## src/rtl/pipelined_cla_adder_if.sv

```systemverilog
// Operand/result handshake bundle for pipelined_cla_adder.
// master = producer/consumer side, slave = the adder.
interface pipelined_cla_adder_if #(
    parameter int WIDTH = 16
);
    logic             In_Valid;
    logic             In_Ready;
    logic [WIDTH-1:0] A;
    logic [WIDTH-1:0] B;
    logic             Cin;
    logic             Sub;
    logic             Out_Valid;
    logic             Out_Ready;
    logic [WIDTH-1:0] Sum;
    logic             Cout;
    logic             Overflow;
    logic             Zero;

    modport master (
        output In_Valid, A, B, Cin, Sub, Out_Ready,
        input  In_Ready, Out_Valid, Sum, Cout, Overflow, Zero
    );

    modport slave (
        input  In_Valid, A, B, Cin, Sub, Out_Ready,
        output In_Ready, Out_Valid, Sum, Cout, Overflow, Zero
    );
endinterface

```

## src/rtl/pipelined_cla_adder.sv

```systemverilog
// Two-level carry-lookahead add/subtract with valid/ready flow control,
// one or two register stages.
module pipelined_cla_adder #(
    parameter int WIDTH   = 16,
    parameter int GROUP   = 4,
    parameter int LATENCY = 2
) (
    input  logic Clk,
    input  logic Rst_n,
    pipelined_cla_adder_if.slave bus
);
    localparam int NG = WIDTH / GROUP;

    // Front end: effective B, per-bit G/P, per-group GG/GP
    logic [WIDTH-1:0] w_beff, w_g, w_p;
    logic [NG-1:0]    w_gg, w_gp;
    logic             w_cin;

    assign w_beff = bus.Sub ? ~bus.B : bus.B;
    assign w_cin  = bus.Sub | bus.Cin;
    assign w_g    = bus.A & w_beff;
    assign w_p    = bus.A ^ w_beff;

    always_comb begin
        logic t_gg, t_gp;
        w_gg = '0;
        w_gp = '0;
        for (int j = 0; j < NG; j++) begin
            t_gg = 1'b0;
            t_gp = 1'b1;
            for (int k = 0; k < GROUP; k++) begin
                t_gg = w_g[j*GROUP+k] | (w_p[j*GROUP+k] & t_gg);
                t_gp = t_gp & w_p[j*GROUP+k];
            end
            w_gg[j] = t_gg;
            w_gp[j] = t_gp;
        end
    end

    // Signals feeding the result stage (registered or direct, by LATENCY)
    logic [WIDTH-1:0] w_s_g, w_s_p;
    logic [NG-1:0]    w_s_gg, w_s_gp;
    logic             w_s_cin, w_s_amsb, w_s_bmsb, w_s_vld;

    logic r_ov;
    logic w_ld_out;
    assign w_ld_out = !r_ov | bus.Out_Ready;

    generate
        if (LATENCY == 2) begin : g_two_stage
            logic [WIDTH-1:0] r_g, r_p;
            logic [NG-1:0]    r_gg, r_gp;
            logic             r_cin, r_amsb, r_bmsb, r_v1;
            logic             w_in_rdy;

            assign w_in_rdy     = !r_v1 | w_ld_out;
            assign bus.In_Ready = w_in_rdy;

            always_ff @(posedge Clk or negedge Rst_n) begin
                if (!Rst_n) begin
                    r_v1   <= 1'b0;
                    r_g    <= '0;
                    r_p    <= '0;
                    r_gg   <= '0;
                    r_gp   <= '0;
                    r_cin  <= 1'b0;
                    r_amsb <= 1'b0;
                    r_bmsb <= 1'b0;
                end else if (w_in_rdy) begin
                    r_v1 <= bus.In_Valid;
                    if (bus.In_Valid) begin
                        r_g    <= w_g;
                        r_p    <= w_p;
                        r_gg   <= w_gg;
                        r_gp   <= w_gp;
                        r_cin  <= w_cin;
                        r_amsb <= bus.A[WIDTH-1];
                        r_bmsb <= w_beff[WIDTH-1];
                    end
                end
            end

            assign w_s_g    = r_g;
            assign w_s_p    = r_p;
            assign w_s_gg   = r_gg;
            assign w_s_gp   = r_gp;
            assign w_s_cin  = r_cin;
            assign w_s_amsb = r_amsb;
            assign w_s_bmsb = r_bmsb;
            assign w_s_vld  = r_v1;
        end else begin : g_one_stage
            assign bus.In_Ready = w_ld_out;
            assign w_s_g    = w_g;
            assign w_s_p    = w_p;
            assign w_s_gg   = w_gg;
            assign w_s_gp   = w_gp;
            assign w_s_cin  = w_cin;
            assign w_s_amsb = bus.A[WIDTH-1];
            assign w_s_bmsb = w_beff[WIDTH-1];
            assign w_s_vld  = bus.In_Valid;
        end
    endgenerate

    // Group carries as flat sum-of-products over GG/GP; ripple only inside a group
    logic [NG:0]      w_cg;
    logic [WIDTH-1:0] w_sum;
    logic             w_cout, w_ovf, w_zero;

    always_comb begin
        logic t_prod, t_acc, t_c;
        w_cg  = '0;
        w_sum = '0;
        for (int j = 0; j <= NG; j++) begin
            t_prod = w_s_cin;
            for (int m = 0; m < j; m++) t_prod = t_prod & w_s_gp[m];
            t_acc = t_prod;
            for (int k = 0; k < j; k++) begin
                t_prod = w_s_gg[k];
                for (int m = k + 1; m < j; m++) t_prod = t_prod & w_s_gp[m];
                t_acc = t_acc | t_prod;
            end
            w_cg[j] = t_acc;
        end
        for (int j = 0; j < NG; j++) begin
            t_c = w_cg[j];
            for (int k = 0; k < GROUP; k++) begin
                w_sum[j*GROUP+k] = w_s_p[j*GROUP+k] ^ t_c;
                t_c = w_s_g[j*GROUP+k] | (w_s_p[j*GROUP+k] & t_c);
            end
        end
    end

    assign w_cout = w_cg[NG];
    assign w_ovf  = (w_s_amsb == w_s_bmsb) & (w_sum[WIDTH-1] != w_s_amsb);
    assign w_zero = (w_sum == '0);

    logic [WIDTH-1:0] r_sum;
    logic             r_cout, r_ovf, r_zero;

    always_ff @(posedge Clk or negedge Rst_n) begin
        if (!Rst_n) begin
            r_ov   <= 1'b0;
            r_sum  <= '0;
            r_cout <= 1'b0;
            r_ovf  <= 1'b0;
            r_zero <= 1'b0;
        end else if (w_ld_out) begin
            r_ov <= w_s_vld;
            if (w_s_vld) begin
                r_sum  <= w_sum;
                r_cout <= w_cout;
                r_ovf  <= w_ovf;
                r_zero <= w_zero;
            end
        end
    end

    assign bus.Out_Valid = r_ov;
    assign bus.Sum       = r_sum;
    assign bus.Cout      = r_cout;
    assign bus.Overflow  = r_ovf;
    assign bus.Zero      = r_zero;
endmodule

```

## src/flat_wrapper.sv

```systemverilog
// flat-port wrapper written by rule: the top's interface ports become plain ports
module pipelined_cla_adder_flat 
#(
    parameter int WIDTH   = 16,
    parameter int GROUP   = 4,
    parameter int LATENCY = 2
)
  (Clk, Rst_n, bus_In_Valid, bus_A, bus_B, bus_Cin, bus_Sub, bus_Out_Ready, bus_In_Ready, bus_Out_Valid, bus_Sum, bus_Cout, bus_Overflow, bus_Zero);
  pipelined_cla_adder_if #(.WIDTH(WIDTH)) bus_i ();
  input  logic Clk;
  input  logic Rst_n;
  input wire logic [$bits(bus_i.In_Valid)-1:0] bus_In_Valid;
  input wire logic [$bits(bus_i.A)-1:0] bus_A;
  input wire logic [$bits(bus_i.B)-1:0] bus_B;
  input wire logic [$bits(bus_i.Cin)-1:0] bus_Cin;
  input wire logic [$bits(bus_i.Sub)-1:0] bus_Sub;
  input wire logic [$bits(bus_i.Out_Ready)-1:0] bus_Out_Ready;
  output wire logic [$bits(bus_i.In_Ready)-1:0] bus_In_Ready;
  output wire logic [$bits(bus_i.Out_Valid)-1:0] bus_Out_Valid;
  output wire logic [$bits(bus_i.Sum)-1:0] bus_Sum;
  output wire logic [$bits(bus_i.Cout)-1:0] bus_Cout;
  output wire logic [$bits(bus_i.Overflow)-1:0] bus_Overflow;
  output wire logic [$bits(bus_i.Zero)-1:0] bus_Zero;
  assign bus_i.In_Valid = bus_In_Valid;
  assign bus_i.A = bus_A;
  assign bus_i.B = bus_B;
  assign bus_i.Cin = bus_Cin;
  assign bus_i.Sub = bus_Sub;
  assign bus_i.Out_Ready = bus_Out_Ready;
  assign bus_In_Ready = bus_i.In_Ready;
  assign bus_Out_Valid = bus_i.Out_Valid;
  assign bus_Sum = bus_i.Sum;
  assign bus_Cout = bus_i.Cout;
  assign bus_Overflow = bus_i.Overflow;
  assign bus_Zero = bus_i.Zero;
  pipelined_cla_adder #(.WIDTH(WIDTH), .GROUP(GROUP), .LATENCY(LATENCY)) u_core (.Clk(Clk), .Rst_n(Rst_n), .bus(bus_i));
endmodule
```

## config.mk

```make
export PLATFORM = sky130hd
export DESIGN_NAME = pipelined_cla_adder_flat
export DESIGN_NICKNAME = d
export VERILOG_FILES = /design/src/rtl/pipelined_cla_adder_if.sv /design/src/rtl/pipelined_cla_adder.sv /design/src/flat_wrapper.sv
export SDC_FILE = /design/constraint.sdc
export NUM_CORES = 1
export LEC_CHECK = 0
export ABC_AREA = 1
export CAP_MARGIN = 20
export CORE_MARGIN = 1.5
export CORE_UTILIZATION = 30
export DETAILED_ROUTE_END_ITERATION = 8
export GPL_TIMING_DRIVEN = 0
export PLACE_DENSITY = 0.54
export SYNTH_ARGS = -nofsm -noshare
export SYNTH_HDL_FRONTEND = slang
export SYNTH_SLANG_ARGS = --single-unit
```

## constraint.sdc

```tcl
create_clock -name Clk -period 3.9 [get_ports Clk]
set_input_delay 0.585 -clock Clk [delete_from_list [all_inputs] [get_ports Clk]]
set_output_delay 0.585 -clock Clk [all_outputs]
set_load 0.01 [all_outputs]
```

==> impl_metrics.yaml <==
clock_network:
  cts_root_buf: "clkbuf_8"
  cts_setup_buffers: 0
  h-tree-depth: 3
  cts_made_buffers: 9
  clock_latency_ns: 0.33
  tritoncts: "yes"
  ctsHoldBuffers: 0
  cts.path.max_buffers: 2
  cts-resized-gates: 0
  clock-sinks: 60
  clk_pin_slew_worst_paths_ns: 0.06
layout:
  diodes: 0
  area_growth_pct: 30.6
  layout-drive-gt1-share: 0.136
  nets: 482
  final_area_mm2: 0.00412
global_routing:
  grt_pass1_vias: 2499
  grt_pass1_wl_um: 12400
  grt_util_all_layers: 0.146
  grt_max_degree: 39
  antenna_found_initial: 0
  grt_overflow: 0
logic_synthesis:
  synth_edf_count: 0
  muxShareOfSynthArea: 0
  synth_ff_type: "dfrtp_1"
  synth_fa_ha_area_frac: 0.111
  ys_seq_area_frac: 0.476
  avgSynthCellArea_um2: 9.10
  syn_nets: 413
  synth_common_cells: "128 x nand2_1, 60 x dfrtp_1, 28 x ha_1"
  netlist.area_leader.share: 0.476
  netlist_area_mm2: 0.00316
  synthXorXnorAreaFrac: 0.0583
  synthSimpleGateAreaFrac: 0.245
  netlist_instances: 347
  ys_top_cells_by_area: "dfrtp_1 48%, nand2_1 15%, ha_1 11%"
  synth_top_family_by_area: "simple AND/OR/NAND/NOR gates"
  synth_most_common_cell: "nand2_1"
  ys_types: 25
  synth_top_area_cell: "dfrtp_1"
  synth_compound_area_frac: 0.0598
  synth-seq-cells: 60
  ys_warn_count: 0
  ys_async_sr_fraction: 1.00
worst_setup_path:
  required_ns: 4.18
  arrival_ns: 2.92
  start_kind: "register"
  path_class: "reg -> reg"
  endpoint_kind: "register"
  cp_max_fo: 3
sta:
  skew_ns: 0.00376
  period_share: 0.679
  slew_violations: 0
  slew_headroom: 0.641
  rsz0062_at_grt: "no"
  setup-tns-final_ns: 0
  fmax_mhz: 378
  period_minus_slack_ns: 2.65
  setup_violations: 0
  tightest_slew_ns: 0.539
  hold_viol: 0
place:
  numPortBuffers: 57
  placed_area_mm2: 0.00391
  post-dp-hpwl_um: 5610
  gp_congestion: 0.804
power:
  clkPwrFrac: 0.266
  internal_power_w: 0.00152
  ir_drop_uv: 148
  netSwitchingPower_w: 0.000702
  p_seq_frac: 0.394
  power_leakage_nw: 2.06
  switching_share: 0.316
  p_comb_frac: 0.340
  p_per_area_mw_per_mm2: 538
floorplanning:
  die_w_um: 106
  pin_count: 59
  fp-row-count: 37
  die_height_um: 106
  die-area_mm2: 0.0111
  initial_core_util: 0.307
  coreArea_mm2: 0.0103
route:
  post_drt_wl_per_cell_um: 13.3
  drc: 0
  drtPass1Iterations: 4
  wl_um: 7400
  initialDrtViolationCount: 81
  vias_per_cell: 4.44
  vias: 2464
  antenna_left: 0
status:
  status: "complete, no violations"
hold_path:
  worst_hold_path_type: "in -> async"
flow_run:
  drv_cap: 0
-- flip-flops by register name (all words and copies together), names as in the netlist --
| register | flops |
|---|---|
| u_core.bus.Sum | 16 |
| u_core.g_two_stage.r_p | 16 |
| u_core.g_two_stage.r_g | 12 |
| u_core.g_two_stage.r_gg | 4 |
| u_core.g_two_stage.r_gp | 4 |
| u_core.bus.Cout | 1 |
| u_core.bus.Out_Valid | 1 |
| u_core.bus.Overflow | 1 |
| u_core.bus.Zero | 1 |
| u_core.g_two_stage.r_amsb | 1 |
| u_core.g_two_stage.r_bmsb | 1 |
| u_core.g_two_stage.r_cin | 1 |
| u_core.g_two_stage.r_v1 | 1 |
-- cell families (layout without fill, tap and decap cells) --
family	count (synthesis)	count (layout)
and+or+nand+nor	176	176
buffers and inverters	29	101
AOI/OAI and AO/OA	33	33
xor gates and xnor gates	21	21
DFF	60	60
adders and majority gates	28	28
-- worst paths after layout --
kind,startpoint,cells past startpoint,slack (ns),end
worst max-delay path,u_core.g_two_stage.r_cin,14,1.25,u_core.bus.Zero
worst min-delay path,Rst_n,1,0.23,u_core.bus.Sum[11]
worst max register to register,u_core.g_two_stage.r_cin,14,1.25,u_core.bus.Zero
worst min register to register,u_core.g_two_stage.r_g[8],2,0.48,u_core.g_two_stage.r_g[8]
max in group asynchronous,Rst_n,2,3.09,u_core.g_two_stage.r_g[12]
min in group Clk,u_core.g_two_stage.r_g[8],2,0.48,u_core.g_two_stage.r_g[8]
-- layer usage --
layer  wire length, um  GRT usage  part of all wire  up-vias
met2              3450      0.232              0.47       58
met1              3520      0.196              0.48     1148
met4                95     0.0550             0.013        0
li1                  -          -                 -     1253
met5                 0          0                 0        -
met3               326     0.0297             0.044        5
-- per-stage QoR --
step                 util  worst slack (ns)  std cells  power, W  hold WS (ns)
floorplan               -              1.53        347   0.00127         0.289
global placement    0.379             0.293        540   0.00164         0.457
detailed placement  0.381              1.26        541   0.00164         0.461
CTS                 0.401              1.23        555   0.00225         0.234
global route        0.401              1.04        555   0.00238         0.260
finish              0.401              1.25        555   0.00222         0.229
-- power groups by stage --
stage / clock network [W] / logic (W) / registers (W)
2_1_floorplan: 0 / 0.000360 / 0.000914
3_3_place_gp: 0 / 0.000752 / 0.000885
3_5_place_dp: 0 / 0.000758 / 0.000886
4_1_cts: 0.000604 / 0.000765 / 0.000876
5_1_grt: 0.000637 / 0.000851 / 0.000897
6_report: 0.000591 / 0.000753 / 0.000874
-- worst max-delay path: stages (launching register included) --
cell and delay [ns]:
dfrtp_1 0.40, inv_1 0.10, o21bai_1 0.12, a21o_1 0.20, ha_1 0.18, or2_2 0.27
ha_1 0.19, or2_2 0.27, ha_1 0.20, nor2_1 0.13, xor2_1 0.21, nand2_1 0.07
nor2_1 0.10, nand2_1 0.07, nand2_1 0.06
-- layout make-up --
cell class | instances | area [um2]
plain buffers | 12 | 93.8
clock buffers | 13 | 179
clock inverters | 1 | 30.0
fillers | 1062 | 6160
inverters | 17 | 66.3
multi-input cells | 258 | 1500
flip-flops and latches | 60 | 1500
well taps | 136 | 170
repair buffers | 58 | 586
-- cell usage in the layout (no fill, tap or decap), types with 8 or more instances in the layout --
| master | count |
|---|---|
| ha_1 | 28 |
| xor2_1 | 21 |
| nand2_1 | 128 |
| nor2_1 | 15 |
| inv_1 | 15 |
| dfrtp_1 | 60 |
| clkdlybuf4s50_1 | 56 |
| or2_2 | 8 |
| clkbuf_8 | 13 |
| nand3_2 | 9 |
| o21ai_0 | 18 |
(Power assumes the default switching activity.)
